$ cat config.mk
export PLATFORM = sky130hd
export DESIGN_NAME = exp8243_responder
export DESIGN_NICKNAME = d
export VERILOG_FILES = /design/src/rtl/exp8243_pkg.sv /design/src/rtl/exp8243_sync.sv /design/src/rtl/exp8243_responder.sv
export SDC_FILE = /design/constraint.sdc
export NUM_CORES = 1
export LEC_CHECK = 0
export ABC_AREA = 1
export CAP_MARGIN = 20
export CORE_MARGIN = 4
export CORE_UTILIZATION = 54
export CTS_CLUSTER_SIZE = 12
export DETAILED_ROUTE_END_ITERATION = 8
export PLACE_DENSITY = 0.91
export SYNTH_ARGS = -nofsm -noshare
export SYNTH_HDL_FRONTEND = slang
export SYNTH_SLANG_ARGS = --single-unit
$ cat constraint.sdc
create_clock -name clk -period 2.8 [get_ports clk]
set_clock_uncertainty 0.1 [all_clocks]
set_input_delay 0.28 -clock clk [delete_from_list [all_inputs] [get_ports clk]]
set_output_delay 0.28 -clock clk [all_outputs]
set_load 0.005 [all_outputs]
$ cat src/rtl/exp8243_pkg.sv
// rtl/exp8243_pkg.sv - shared types and helpers for the 8243 expander responder
`timescale 1ns/1ps
package exp8243_pkg;

   localparam int NPORT = 4;

   typedef enum logic [1:0] {
      OP_READ  = 2'b00,
      OP_WRITE = 2'b01,
      OP_OR    = 2'b10,
      OP_AND   = 2'b11
   } op_e;

   typedef enum logic [2:0] {
      IDLE,
      RD_TURN,
      RD_DRIVE,
      RELEASE,
      WR_WAIT
   } state_e;

   function automatic logic [3:0] apply_op(input op_e op, input logic [3:0] cur,
                                           input logic [3:0] data);
      case (op)
         OP_OR:   return cur | data;
         OP_AND:  return cur & data;
         default: return data;
      endcase
   endfunction

endpackage

$ cat src/rtl/exp8243_sync.sv
// rtl/exp8243_sync.sv - PROG/P2 synchronizers, P2 history and edge pulses
`timescale 1ns/1ps
module exp8243_sync (
   input  logic       clk,
   input  logic       rst_n,
   input  logic       prog_n,
   input  logic [3:0] p2_i,
   output logic       prog_fall,
   output logic       prog_rise,
   output logic [3:0] cmd,
   output logic [3:0] data
);

   logic       prog_s1, prog_s2, prog_d;
   logic [3:0] p2_s1, p2_s2, h1, h2;

   // Synchronizers reset low so a fall is only seen after PROG has first been sampled high.
   always_ff @(posedge clk or negedge rst_n) begin
      if (!rst_n) begin
         prog_s1 <= 1'b0;
         prog_s2 <= 1'b0;
         prog_d  <= 1'b0;
         p2_s1   <= 4'h0;
         p2_s2   <= 4'h0;
         h1      <= 4'h0;
         h2      <= 4'h0;
      end else begin
         prog_s1 <= prog_n;
         prog_s2 <= prog_s1;
         prog_d  <= prog_s2;
         p2_s1   <= p2_i;
         p2_s2   <= p2_s1;
         h1      <= p2_s2;
         h2      <= h1;
      end
   end

   assign prog_fall = prog_d & ~prog_s2;
   assign prog_rise = ~prog_d & prog_s2;
   assign cmd       = h1;
   assign data      = h2;

endmodule

$ cat src/rtl/exp8243_responder.sv
// rtl/exp8243_responder.sv - 8243-style expander bus responder with four 4-bit ports
`timescale 1ns/1ps
module exp8243_responder import exp8243_pkg::*; #(
   parameter int         TURN_CYC     = 4,
   parameter logic [3:0] RST_PORT_VAL = 4'h0
) (
   input  logic        clk,
   input  logic        rst_n,
   input  logic        prog_n,
   input  logic [3:0]  p2_i,
   output logic [3:0]  p2_o,
   output logic        p2_oe,
   output logic        p2_buf_oe,
   output logic        p2_buf_dir,
   input  logic [15:0] port_in,
   output logic [15:0] port_out,
   output logic [3:0]  port_oe,
   output logic [3:0]  wr_stb,
   output logic [3:0]  rd_stb
);

   localparam int CW = (TURN_CYC < 2) ? 1 : $clog2(TURN_CYC);

   logic          prog_fall, prog_rise;
   logic [3:0]    sync_cmd, sync_data;
   state_e        state_q, state_d;
   op_e           op_q;
   logic [1:0]    addr_q;
   logic [CW-1:0] turn_cnt;
   logic          latch_cmd, enter_drive, rd_done, wr_done;

   exp8243_sync u_sync (
      .clk       (clk),
      .rst_n     (rst_n),
      .prog_n    (prog_n),
      .p2_i      (p2_i),
      .prog_fall (prog_fall),
      .prog_rise (prog_rise),
      .cmd       (sync_cmd),
      .data      (sync_data)
   );

   always_ff @(posedge clk or negedge rst_n) begin
      if (!rst_n) state_q <= IDLE;
      else        state_q <= state_d;
   end

   always_comb begin
      state_d     = state_q;
      latch_cmd   = 1'b0;
      enter_drive = 1'b0;
      rd_done     = 1'b0;
      wr_done     = 1'b0;
      p2_oe       = 1'b0;
      p2_buf_oe   = 1'b0;
      p2_buf_dir  = 1'b0;
      p2_o        = 4'h0;
      case (state_q)
         IDLE: begin
            if (prog_fall) begin
               latch_cmd = 1'b1;
               state_d   = (op_e'(sync_cmd[3:2]) == OP_READ) ? RD_TURN : WR_WAIT;
            end
         end
         RD_TURN: begin
            // Translator disabled while the host may still be holding the command.
            p2_buf_oe = 1'b1;
            if (prog_rise) begin
               state_d = RELEASE;
            end else if (turn_cnt == CW'(TURN_CYC - 1)) begin
               enter_drive = 1'b1;
               state_d     = RD_DRIVE;
            end
         end
         RD_DRIVE: begin
            p2_oe      = 1'b1;
            p2_buf_dir = 1'b1;
            p2_o       = port_in[{addr_q, 2'b00} +: 4];
            if (prog_rise) begin
               rd_done = 1'b1;
               state_d = RELEASE;
            end
         end
         RELEASE: begin
            p2_buf_oe = 1'b1;
            state_d   = IDLE;
         end
         WR_WAIT: begin
            if (prog_rise) begin
               wr_done = 1'b1;
               state_d = IDLE;
            end
         end
         default: state_d = IDLE;
      endcase
   end

   always_ff @(posedge clk or negedge rst_n) begin
      if (!rst_n)                turn_cnt <= '0;
      else if (state_q != RD_TURN) turn_cnt <= '0;
      else                       turn_cnt <= turn_cnt + CW'(1);
   end

   always_ff @(posedge clk or negedge rst_n) begin
      if (!rst_n) begin
         op_q     <= OP_READ;
         addr_q   <= 2'd0;
         port_out <= {NPORT{RST_PORT_VAL}};
         port_oe  <= 4'h0;
         wr_stb   <= 4'h0;
         rd_stb   <= 4'h0;
      end else begin
         wr_stb <= 4'h0;
         rd_stb <= 4'h0;
         if (latch_cmd) begin
            op_q   <= op_e'(sync_cmd[3:2]);
            addr_q <= sync_cmd[1:0];
         end
         if (enter_drive) port_oe[addr_q] <= 1'b0;
         if (rd_done)     rd_stb[addr_q]  <= 1'b1;
         if (wr_done) begin
            port_out[{addr_q, 2'b00} +: 4] <=
               apply_op(op_q, port_out[{addr_q, 2'b00} +: 4], sync_data);
            port_oe[addr_q] <= 1'b1;
            wr_stb[addr_q]  <= 1'b1;
         end
      end
   end

endmodule

After elaboration in Yosys (flattened, before gate mapping)
Index checks and enable logic that the tools add are counted.
{"block": "classes", "add_sub_neg": 2, "n_lt_le_gt_ge": 2, "eq_ne": 12, "shifts": 4, "muxes": 28, "n_bitwise": 9, "reduce_logical": 5}
{"op": "16-bit by 5-bit variable part select with 4-bit output", "n": 2}
{"op": "4-bit 2-to-1 mux", "n": 6}
{"op": "3-bit 2-to-1 mux", "n": 6}
{"op": "16-bit bitwise mux", "n": 1}
{"op": "4-bit by 6-bit variable shift with 16-bit output, first input constant", "n": 1}
{"op": "4-bit by 6-bit variable part select with 16-bit output", "n": 1}
{"op": "3-bit one-hot mux with 4 select lines", "n": 1}
{"op": "1-bit 2-to-1 mux", "n": 11}
{"op": "4-bit bitwise AND", "n": 2}
{"op": "4-bit OR", "n": 2}
{"op": "4-bit one-hot mux with 2 select lines", "n": 1}
{"op": "2-bit equality test, second input constant", "n": 3}
{"op": "3-bit by 2-bit equality test with 1-bit output, second input constant", "n": 2}
{"op": "2-bit inequality test, second input constant", "n": 3}
{"op": "4-bit negator with 6-bit output", "n": 1}
{"op": "4-bit inverter", "n": 1}
{"op": "4-bit AND reduction", "n": 1}
{"op": "3-bit by 1-bit equality test with 1-bit output, second input constant", "n": 1}
{"op": "3-bit equality test, second input constant", "n": 1}
{"op": "3-bit zero test", "n": 1}
{"op": "2-bit by 3-bit less-than comparator with 1-bit output, second input constant", "n": 1}
{"op": "3-bit by 1-bit inequality test with 1-bit output, second input constant", "n": 1}
{"op": "3-bit inequality test, second input constant", "n": 1}
{"op": "2-bit by 1-bit adder with 2-bit output, second input constant", "n": 1}
{"op": "8 further kinds", "n": 10}
{"block": "totals", "register_bits": 56, "output_inout_bits": 35, "word_cells": 77}

Longest topological paths before layout
Gate-level depths: netlist of the first run.
{"block": "depth", "depth_word": 9, "ltp_mapped": 10, "depth_no_buf": 8}

Hierarchy
A second synthesis of the first run with hierarchy kept.
{"block": "unflattened", "hier_cells": 287, "hier_area_um2": 2536.2}
{"module": "exp8243_responder", "n_inst": 1, "cells_per_inst": 264, "area_each_um2": 2045.7, "seq_area_each_um2": 925.9}
{"module": "exp8243_sync", "n_inst": 1, "cells_per_inst": 23, "area_each_um2": 490.5, "seq_area_each_um2": 475.5}

Least setup slack after synthesis of the first run
No wires, ideal clock.
{"block": "synth_timing", "path_type": "flip-flop to flip-flop", "start": "reg addr_q[0]", "end": "reg port_out[0]", "setup_time_ns": 0.065, "arrival_time_ns": 1.673, "required_ns": 2.635, "setup_slack_ns": 0.962, "stages_incl_launch_ff": 11, "synth_period_minus_slack_ns": 1.838, "path_cell_list": "dfrtp_1 -> clkbuf_2 -> inv_1 -> buf_6 -> buf_2 -> ha_1 -> inv_1 -> nand3_1 -> nor2_2 -> nand2_1 -> nand2_1"}
{"block": "synth_between", "elab_chain_cells": 6}
{"element": "from (decl)", "line": "exp8243_responder.sv:28", "text": "logic [1:0] addr_q;"}
{"element": "from (signal assigned)", "line": "exp8243_responder.sv:117", "text": "addr_q <= sync_cmd[1:0];"}
{"element": "16-bit by 5-bit variable part select with 4-bit output", "line": "exp8243_responder.sv:123", "text": "apply_op(op_q, port_out[{addr_q, 2'b00} +: 4], sync_data);"}
{"element": "4-bit bitwise AND or 4-bit OR (tied branches)", "line": "exp8243_pkg.sv:26, exp8243_pkg.sv:25"}
{"element": "4-bit one-hot mux with 2 select lines", "line": "exp8243_pkg.sv:24", "text": "case (op)"}
{"element": "4-bit 2-to-1 mux", "line": "exp8243_responder.sv:121", "text": "if (wr_done) begin"}
{"element": "4-bit by 6-bit variable part select with 16-bit output", "line": "exp8243_responder.sv:122", "text": "port_out[{addr_q, 2'b00} +: 4] <="}
{"element": "16-bit bitwise mux *", "line": "exp8243_responder.sv:122"}
{"element": "to (signal assigned)", "line": "exp8243_responder.sv:108", "text": "port_out <= {NPORT{RST_PORT_VAL}};"}
{"element": "to (signal, indexed assignment)", "line": "exp8243_responder.sv:122"}
{"element": "to (decl)", "line": "exp8243_responder.sv:16", "text": "output logic [15:0] port_out,"}
Mark *: on every way between the ends. The rest lies on a longest branch, timed or not. The select of a mux whose other input is x is not followed.
A chain may end at the register's enable or synchronous reset.

Worst setup path after layout of the first run
{"block": "layout_timing", "start": "reg addr_q[1]", "end": "out p2_o[2]"}
{"block": "layout_between", "elab_chain_cells": 2}
{"element": "16-bit by 5-bit variable part select with 4-bit output", "line": "exp8243_responder.sv:78", "text": "p2_o = port_in[{addr_q, 2'b00} +: 4];"}
{"element": "4-bit 2-to-1 mux", "line": "exp8243_responder.sv:58", "text": "case (state_q)"}
{"element": "to (decl)", "line": "exp8243_responder.sv:11", "text": "output logic [3:0] p2_o,"}
Every way passes these cells.

==> results.ini, run 1 <==
[die]
fp.dieArea_um2 = 5875
core.rowCount = 24
coreArea_um2 = 4444
die_height_um = 76.65
floorplan.initialDensity = 0.5726
die_w_um = 76.65
pin_count = 58

[route]
firstDrtPassIters = 4
wire_per_inst_um = 13.06
route.vias.total = 2125
antenna_violating_nets_left = 0
detail_route.drc_violations = 0
wirelength_um = 5343
drt-initial-drc-count = 161
vias_per_cell = 5.196

[clock_network]
clk_path_buf_depth = 2
cts.root.buffer_cell = clkbuf_8
clk_lat_worst_skew_ns = 0.32
cts_htree_levels = 2
tritoncts = done
cts_post_setup_buffers_inserted = 0
clkTransAtPathRegs_ns = 0.09
clkSinkCount = 56
numCtsBuffers = 5

[timing]
final.period_utilization = 0.8609
maxClockFrequency_mhz = 414.9
report.final.setup_viol = 0
grt_setup_unrepaired = no
final_critical_path_time_including_i_o_delays_and_setup_ns = 2.411
finalSetupTns_ns = 0
slew-limit-headroom = 0.5527
worst_slew_pin_slew_ns = 0.6709
finalWorstSetupSlack_ns = 0.3895
timing_max_transition_violations_final = 0
final-hold-violation-count = 0

[global_routing]
grt_first_pass_wirelength_um = 9239
grt_use_total = 0.1964
maximum_number_of_pins_on_one_net_before_global_route_repair = 57
first_global_vias = 2100
gr_overflow_total = 0
antenna_found_initial = 0

[power]
leakagePower_nw = 1.600
cellPowerDensity_nw_per_um2 = 830.5
worst_ir_drop_vdd_uv = 598.6

[final_layout]
fillerInstances = 336
n_antenna_cell = 0
final_cell_count_no_fill = 409
design.final.nets = 388
syn2layout_area_growth_pct = 27.38
drive_above_1_share = 0.07003

[yosys]
synth_seq_area_share = 0.5506
synth_cell_type_count = 21
syn-instance-count = 296
synth_area_um2 = 2545
mappedNetlistNets = 328
yosys_register_bits = 56
yosys_warnings = 0
avgSynthCellArea_um2 = 8.598

[run_status]
outcome = complete, no violations

[worst_setup_path]
path_cells = inv_2 > nor2_1 > o21ai_0 > a21oi_1 > clkdlybuf4s50_1
worstPathRequired_ns = 2.42
crit_path_top_delay_cell = dfrtp_1
cp_max_fo = 13
critPathKind = flop to primary output
critical-path-top-delay-family = buffers and inverters
startpoint_type = flop
critPathArrivalTime_ns = 2.03
endpoint_type_of_the_worst_setup_path = primary output
timing.critical_path.slowest_cell_delay_ns = 0.61
cp.buffers_inverters = 2

[place]
port_buffers = 57
pre_cts_ws_ns = 0.7597
dp_cells = 400
globalplace.congestion = 0.9331
half_perimeter_wire_length_after_placement_um = 4121

[run]
timing.max_cap.violations = 0

[min_path]
min_path_type = flop to flop

-- where the power goes --
group | internal, mW | leakage, nW | total [mW] | switching (mW)
registers | 0.968 | 0.718 | 1.13 | 0.160
logic | 0.496 | 0.833 | 1.12 | 0.622
clock network | 0.180 | 0.0485 | 0.446 | 0.266
total | 1.64 | 1.60 | 2.69 | 1.05
-- Yosys cell counts, drive strengths merged --
cell    instances  share of area
nand2          85           0.13
dfrtp          56           0.55
nor2           41          0.073
inv            39          0.058
nand3          20          0.041
o21ai          18          0.035
nand4          10          0.025
ha              9          0.044
buf             7          0.021
a21oi           6          0.012
o211ai          2         0.0059
clkbuf          1         0.0020
nor3            1         0.0020
o22ai           1         0.0025
-- timing repair --
action	4_1_cts	5_1_grt
endpoints found under the hold margin	17	0
hold buffers	1	0
gates resized for setup	0	0
-- placed cells by master, fill, tap and decap left out --
master           instances
nand3_2                  1
dfrtp_1                 56
nor3_1                   1
nand3_1                 19
ha_1                     9
inv_1                   37
nor2_2                   4
clkinv_2                 1
nand2_2                  3
o21ai_0                 18
dlygate4sd3_1            1
clkbuf_8                 5
clkdlybuf4s50_1         56
nand2_1                 82
clkinv_4                 1
o22ai_1                  1
buf_4                    3
nand4_1                 10
buf_2                    1
nor2_4                   3
nor2_1                  34
o211ai_1                 2
inv_6                    1
a21oi_1                  6
inv_2                    2
-- cell families after synthesis --
logic type / synth area share
flip-flops: 0.5506
buffers and inverters: 0.08013
AND/OR/NAND/NOR: 0.2694
adder cells (fa/ha/maj): 0.04425
AO/OA/AOI/OAI: 0.05556
-- path summary, 6_finish.rpt --
kind / from / endpoint / slack [ns] / depth (start not counted)
worst max-delay path: addr_q[1]$_DFFE_PN0P_ / p2_o[2] / 0.39 / 5
worst min-delay path: u_sync.p2_s2[1]$_DFF_PN0_ / u_sync.cmd[1]$_DFF_PN0_ / 0.26 / 0
worst max register to register: addr_q[0]$_DFFE_PN0P_ / port_out[3]$_DFFE_PN0P_ / 0.84 / 8
worst min register to register: u_sync.p2_s2[1]$_DFF_PN0_ / u_sync.cmd[1]$_DFF_PN0_ / 0.26 / 0
max in group asynchronous: rst_n / u_sync.data[3]$_DFF_PN0_ / 1.63 / 3
min in group asynchronous: rst_n / wr_stb[0]$_DFF_PN0_ / 0.52 / 3
-- per-layer routing --
metal / global-route usage / share of wire
met1: 0.2348 / 0.43
met2: 0.3330 / 0.49
met3: 0.05621 / 0.063
met4: 0.08152 / 0.016
met5: 0 / 0
-- state kept, by name (all words and copies together), names as in the netlist, 3 cells and up, named ones only --
register      count
port_out         16
rd_stb            4
u_sync.cmd        4
u_sync.data       4
u_sync.p2_s1      4
u_sync.p2_s2      4
wr_stb            4
state_q           3
-- layout make-up --
cell class	count	area, um2	share of cell area
clock inverter	3	22.52	0.006947
multi-input combinational	193	939.7	0.2898
sequential	56	1401	0.4323
clock buffer	5	68.82	0.02123
timing repair buffer	61	598.1	0.1845
inverter	39	146.4	0.04516
tap	52	65.06	0.02007
-- per-stage QoR --
stage | hold slack, ns | power (mW) | util | cell area (um2)
after global routing | 0.2682 | 2.918 | 0.7294 | 3242
after global placement | 0.2330 | 2.217 | 0.7066 | 3141
final | 0.2565 | 2.692 | 0.7294 | 3242
after floorplan | -0.1156 | 1.813 | - | 2545
after CTS | 0.2572 | 2.712 | 0.7294 | 3242
after detailed placement | 0.2347 | 2.266 | 0.7066 | 3141
Note: power is estimated with default switching activity, not from simulation.
==> run 2: changes to the inputs <==
- CTS_CLUSTER_SIZE: 12 -> 8
- PLACE_DENSITY: 0.91 -> 0.85
==> run 2 against run 1 <==
Global-route usage rose by 0.58 points. Highest routed layer unchanged. Critical path type unchanged. Die area did not move. Worst hold slack improved by 0.00057 ns.
==> results.ini, run 2 (synthesis gave the netlist of run 1 again) <==
[run_status]
outcome = complete, no violations  ; unchanged

[timing]
final_critical_path_time_including_i_o_delays_and_setup_ns = 2.462  ; was 2.411 ns
worst_slew_pin_slew_ns = 0.6747  ; was 0.6709 ns
maxClockFrequency_mhz = 406.2  ; was 414.9 MHz
report.final.setup_viol = 0  ; unchanged
final.period_utilization = 0.8791  ; was 0.8609
final-hold-violation-count = 0  ; unchanged
finalSetupTns_ns = 0  ; unchanged
grt_setup_unrepaired = no  ; unchanged
timing_max_transition_violations_final = 0  ; unchanged
slew-limit-headroom = 0.5502  ; was 0.5527

[power]
seq_power_share = 0.401  ; was 0.419
clockPowerShare = 0.198  ; was 0.166
worst_ir_drop_vdd_uv = 452.5  ; was 598.6 uV
leakagePower_nw = 1.612  ; was 1.600 nW
cellPowerDensity_nw_per_um2 = 863.7  ; was 830.5 nW/um2
sw_frac_of_total = 0.3844  ; was 0.3897
p_comb_frac = 0.401  ; was 0.415
totalPowerFinal_mw = 2.824  ; was 2.692 mW
netSwitchingPower_mw = 1.085  ; was 1.049 mW
internal_power_mw = 1.738  ; was 1.643 mW

[clock_network]
clk_path_buf_depth = 2  ; unchanged
clkTransAtPathRegs_ns = 0.10  ; was 0.09 ns
cts-hold-fix-buffers = 1  ; unchanged
tritoncts = done  ; unchanged
post_cts_resized = 0  ; unchanged
numCtsBuffers = 5  ; unchanged
clk_lat_worst_skew_ns = 0.32  ; about the same
clkSinkCount = 56  ; unchanged
cts_htree_levels = 2  ; unchanged
cts.root.buffer_cell = clkbuf_8  ; unchanged
cts_post_setup_buffers_inserted = 0  ; unchanged

[route]
detail_route.drc_violations = 0  ; unchanged
route.vias.total = 2112  ; was 2,125
vias_per_cell = 5.164  ; was 5.196
antenna_violating_nets_left = 0  ; unchanged
firstDrtPassIters = 5  ; was 4
wire_per_inst_um = 13.64  ; was 13.06 um
wirelength_um = 5580  ; was 5343 um
drt-initial-drc-count = 186  ; was 161

[run]
timing.max_cap.violations = 0  ; unchanged

[min_path]
worst_hold_path.endpoint = u_sync.prog_s2$_DFF_PN0_  ; was u_sync.cmd[1]$_DFF_PN0_
min_from = u_sync.prog_s1$_DFF_PN0_  ; was u_sync.p2_s2[1]$_DFF_PN0_
worstHoldPathCells = 0  ; unchanged
min_path_type = flop to flop  ; unchanged

[final_layout]
final_cell_count_no_fill = 409  ; unchanged
fillerInstances = 360  ; was 336
most_frequent_cells_in_the_layout = nand2_1 (82), dfrtp_1 (56), clkdlybuf4s50_1 (56)  ; unchanged
largest_register_ff_count = 16  ; unchanged
design.final.nets = 388  ; unchanged
largest_reg_by_ff_count = port_out  ; unchanged
drive_above_1_share = 0.07003  ; unchanged
layout.cells.most_common = nand2_1  ; unchanged
n_antenna_cell = 0  ; unchanged
syn2layout_area_growth_pct = 28.47  ; was 27.38%

[place]
globalplace.congestion = 0.8793  ; was 0.9331
dp_cells = 400  ; unchanged
half_perimeter_wire_length_after_placement_um = 4107  ; was 4121 um
port_buffers = 57  ; unchanged

[worst_setup_path]
endpoint_type_of_the_worst_setup_path = primary output  ; unchanged
regToRegStartpoint = addr_q[0]$_DFFE_PN0P_  ; unchanged
critPathKind = flop to primary output  ; unchanged
ff2ff_setup_slack_ns = 0.78  ; was 0.84 ns
worstPathRequired_ns = 2.42  ; about the same
timing.rr.end = port_out[0]$_DFFE_PN0P_  ; was port_out[3]$_DFFE_PN0P_
critPathArrivalTime_ns = 2.08  ; was 2.03 ns
startpoint_type = flop  ; unchanged
cp_max_fo = 13  ; unchanged
reg2reg_depth = 8  ; unchanged

[die]
die_height_um = 76.65  ; unchanged
floorplan.initialDensity = 0.5726  ; unchanged
core.rowCount = 24  ; unchanged
pin_count = 58  ; unchanged
coreArea_um2 = 4444  ; unchanged
die_w_um = 76.65  ; unchanged
fp.dieArea_um2 = 5875  ; unchanged

[global_routing]
gr_overflow_total = 0  ; unchanged
first_global_vias = 2094  ; was 2,100
antenna_found_initial = 0  ; unchanged
maximum_number_of_pins_on_one_net_before_global_route_repair = 57  ; unchanged
grt_use_total = 0.2023  ; was 0.1964
grt_first_pass_wirelength_um = 9625  ; was 9239 um

## run 2: cell types whose count changed in the layout (fill, tap and decap cells not counted)
cell | before | now
bufinv_16 | 0 | 1
clkinv_2 | 1 | 0
clkinv_4 | 1 | 0
inv_8 | 0 | 1
## run 2: cell type report
class                   count  area [um2]  area share
repair buffers             61       598.1      0.1829
multi-input cells         193       939.7      0.2874
clock buffers               5       68.82     0.02105
clock inverters             3       50.05     0.01531
flip-flops and latches     56        1401      0.4286
inverters                  39       146.4     0.04478
well taps                  52       65.06     0.01990
## run 2: how the worst max path moves through the flow
stage | start | endpoint | cells after the start
final | addr_q[1]$_DFFE_PN0P_ | p2_o[0] | 5
after detailed placement | addr_q[1]$_DFFE_PN0P_ | p2_o[0] | 5
after global routing | addr_q[1]$_DFFE_PN0P_ | p2_o[3] | 5
after global placement | addr_q[1]$_DFFE_PN0P_ | p2_o[3] | 5
after floorplan | addr_q[0]$_DFFE_PN0P_ | port_out[0]$_DFFE_PN0P_ | 10
after CTS | addr_q[1]$_DFFE_PN0P_ | p2_o[0] | 5
## run 2: power groups by stage
stage	Clock, mW	Combinational [mW]	Sequential [mW]
6_report	0.559	1.13	1.13
5_1_grt	0.605	1.28	1.16
2_1_floorplan	0	0.714	1.10
3_3_place_gp	0	1.10	1.14
4_1_cts	0.574	1.14	1.13
3_5_place_dp	0	1.13	1.15
## run 2: routing by layer
metal  global-route usage  share of wire  vias to the layer above
met3              0.05035          0.062                        5
met1               0.2432           0.42                      993
met4              0.04529         0.0082                        0
met2               0.3656           0.51                       75
li1                     -              -                     1039
met5                    0              0                        -
## run 2: through the flow
step	cell area [um2]	hold slack (ns)	worst slack, ns	util
global route	3269	0.2715	0.1410	0.7356
floorplan	2545	-0.1156	0.9618	-
detailed placement	3141	0.2356	0.6593	0.7066
global placement	3141	0.2341	0.7292	0.7066
finish	3269	0.2570	0.3384	0.7356
CTS	3269	0.2593	0.2973	0.7356
## run 2: worst max-delay path, stage by stage (launching register included)
cell and delay, ns:
dfrtp_1 0.63, inv_2 0.23, nor2_1 0.14, o21ai_0 0.09
a21oi_1 0.15, clkdlybuf4s50_1 0.53
==> run 3: changes to the inputs <==
- CORE_UTILIZATION: 54 -> 45
- PLACE_DENSITY: 0.85 -> 0.76
- RECOVER_POWER: default -> 50
- clock period: 2.8 -> 2.03 ns (I/O delays scaled with it)
==> run 3 against run 2 <==
Critical path depth decreased by 1. Sequential cell count stayed put. Non-clock buffer count increased by 6. Die area rose by 18%. Design area grew 2.5%. Sequential share of layout area down 0.97 points. Clock power increased by 36%. Critical path type unchanged. Sequential power rose by 35%. Combinational power is 46% higher. Core utilization down 13 points. First-iteration DRC count fell by 39%. Clock-buffer cell count did not move.
==> results.ini, run 3 (synthesis gave the netlist of run 1 again) <==
[worst_setup_path]
endpoint_type_of_the_worst_setup_path = primary output  ; unchanged
cp.buffers_inverters = 3  ; was 2
critical-path-top-delay-family = buffers and inverters  ; unchanged
critPathKind = flop to primary output  ; unchanged
cp_max_fo = 8  ; was 13
critPathArrivalTime_ns = 1.63  ; was 2.08 ns
worstPathRequired_ns = 1.73  ; was 2.42 ns
path_cells = inv_1 > nand3_4 > inv_2 > clkdlybuf4s50_1  ; was inv_2 > nor2_1 > o21ai_0 > a21oi_1 > clkdlybuf4s50_1
crit_path_top_delay_cell = clkdlybuf4s50_1  ; was dfrtp_1
startpoint_type = flop  ; unchanged
timing.critical_path.slowest_cell_delay_ns = 0.50  ; was 0.63 ns

[die]
core.rowCount = 27  ; was 24
coreArea_um2 = 5507  ; was 4444 um2
die_w_um = 83.20  ; was 76.65 um
floorplan.initialDensity = 0.4622  ; was 0.5726
pin_count = 58  ; unchanged
fp.dieArea_um2 = 6922  ; was 5875 um2
die_height_um = 83.20  ; was 76.65 um

[final_layout]
layout.cell_area.non_filler_um2 = 3351  ; was 3269 um2
seq_area_um2 = 1404  ; was 1401 um2
design.final.nets = 394  ; was 388
largest_reg_by_ff_count = port_out  ; unchanged
multiInputGateArea_um2 = 952.2  ; was 939.7 um2
most_frequent_cells_in_the_layout = nand2_1 (82), dfrtp_1 (54), clkdlybuf4s50_1 (47)  ; was nand2_1 (82), dfrtp_1 (56), clkdlybuf4s50_1 (56)
n_antenna_cell = 0  ; unchanged
fillerInstances = 473  ; was 360
largest_register_ff_count = 16  ; unchanged
share_of_the_core_filled_with_cells = 0.6085  ; was 0.7356
drive_above_1_share = 0.09917  ; was 0.07003
layout.cells.most_common = nand2_1  ; unchanged
syn2layout_area_growth_pct = 31.66  ; was 28.47%

[route]
wirelength_um = 5208  ; was 5580 um
drt-initial-drc-count = 113  ; was 186
vias_per_cell = 4.834  ; was 5.164
detail_route.drc_violations = 0  ; unchanged
firstDrtPassIters = 4  ; was 5
route.vias.total = 2103  ; was 2,112
wire_per_inst_um = 11.97  ; was 13.64 um
antenna_violating_nets_left = 0  ; unchanged

[power]
leakagePower_nw = 1.656  ; was 1.612 nW
totalPowerFinal_mw = 3.930  ; was 2.824 mW
worst_ir_drop_vdd_uv = 468.2  ; was 452.5 uV
cellPowerDensity_nw_per_um2 = 1173  ; was 863.7 nW/um2

[timing]
maxClockFrequency_mhz = 518.4
final_critical_path_time_including_i_o_delays_and_setup_ns = 1.929
slew-limit-headroom = 0.2190  ; was 0.5502
final-hold-violation-count = 0  ; unchanged
finalSetupTns_ns = 0  ; unchanged
timing_max_transition_violations_final = 0  ; unchanged
worst_slew_pin_slew_ns = 1.172  ; was 0.6747 ns
final.period_utilization = 0.9503
report.final.setup_viol = 0  ; unchanged

[clock_network]
numCtsBuffers = 5  ; unchanged
clkSinkCount = 56  ; unchanged
clkTransAtPathRegs_ns = 0.10  ; about the same
cts.root.buffer_cell = clkbuf_8  ; unchanged
tritoncts = done  ; unchanged
clk_path_buf_depth = 2  ; unchanged
cts_htree_levels = 2  ; unchanged
clk_lat_worst_skew_ns = 0.31  ; was 0.32 ns

[global_routing]
maximum_number_of_pins_on_one_net_before_global_route_repair = 57  ; unchanged
grt_first_pass_wirelength_um = 9094  ; was 9625 um
grt_use_total = 0.1611  ; was 0.2023
gr_overflow_total = 0  ; unchanged
first_global_vias = 2058  ; was 2,094
antenna_found_initial = 0  ; unchanged

[place]
globalplace.congestion = 0.8623  ; was 0.8793
dpl-instance-area_um2 = 3201  ; was 3141 um2
half_perimeter_wire_length_after_placement_um = 3832  ; was 4107 um
port_buffers = 57  ; unchanged

[min_path]
min_path_type = flop to flop  ; unchanged

[run]
timing.max_cap.violations = 0  ; unchanged

[run_status]
outcome = complete, no violations  ; unchanged

run 3: cell count changes in the layout (fill, tap and decap cells not counted):
cell / previous run / this run
buf_2: 1 / 2
buf_4: 3 / 7
buf_6: 0 / 1
clkdlybuf4s50_1: 56 / 47
dfrtp_1: 56 / 54
dfrtp_2: 0 / 2
dlygate4sd2_1: 0 / 4
dlygate4sd3_1: 1 / 6
inv_1: 37 / 35
inv_2: 2 / 4
nand3_1: 19 / 18
nand3_4: 0 / 1
run 3: through the flow:
stage	hold slack [ns]	cells	setup WS, ns
6_report	0.2581	435	0.1009
3_5_place_dp	0.1260	423	0.1352
2_1_floorplan	-0.1926	296	0.1918
5_1_grt	0.2675	435	-0.00005074
3_3_place_gp	0.1163	423	0.1855
4_1_cts	0.1992	433	0.01257
run 3: worst register-to-register path: cells and delay by family (launching register included):
family        cells  cell delay [ns]
buf+inv           1             0.22
fa+ha+maj         1             0.21
flops             1             0.45
simple gates      4             0.71
run 3: layer usage:
metal  vias to the layer above  GRT usage  routed length [um]
met5                         -          0                   0
met4                         0    0.07727                 121
met3                        10    0.04464                 409
met2                        78     0.2631                2470
met1                       960     0.1963                2207
li1                       1055          -                   -
run 3: worst paths after layout:
| path | to | slack (ns) | start | cells past startpoint |
|---|---|---|---|---|
| worst max-delay path | p2_buf_dir | 0.10 | state_q[2]$_DFFE_PN0P_ | 4 |
| worst min-delay path | u_sync.cmd[0]$_DFF_PN0_ | 0.26 | u_sync.p2_s2[0]$_DFF_PN0_ | 0 |
| worst max register to register | port_out[7]$_DFFE_PN0P_ | 0.27 | addr_q[1]$_DFFE_PN0P_ | 6 |
| worst min register to register | u_sync.cmd[0]$_DFF_PN0_ | 0.26 | u_sync.p2_s2[0]$_DFF_PN0_ | 0 |
| max in group asynchronous | state_q[2]$_DFFE_PN0P_ | 0.39 | rst_n | 3 |
| min in group asynchronous | rd_stb[2]$_DFF_PN0_ | 0.64 | rst_n | 3 |
run 3: power breakdown:
part / leakage (nW) / internal (mW) / switching (mW) / total [mW]
logic: 0.879 / 0.736 / 0.913 / 1.65
clock network: 0.0607 / 0.381 / 0.380 / 0.761
registers: 0.716 / 1.34 / 0.182 / 1.52
run 3: final cells by class:
class / count / area share
clock inverter: 3 / 0.01494
clock buffer: 5 / 0.02054
timing repair buffer: 67 / 0.1908
multi-input combinational: 193 / 0.2842
inverter: 39 / 0.04369
tap: 72 / 0.02689
sequential: 56 / 0.4190
run 3: timing repair:
| action | 4_1_cts | 5_1_grt |
|---|---|---|
| buffers inserted | 1 | 2 |
| gates resized for setup | 9 | 2 |
| hold buffers | 1 | 0 |
| hold endpoints to repair | 56 | 0 |
| setup endpoints to repair | 6 | 2 |
| pin swaps | 0 | 0 |
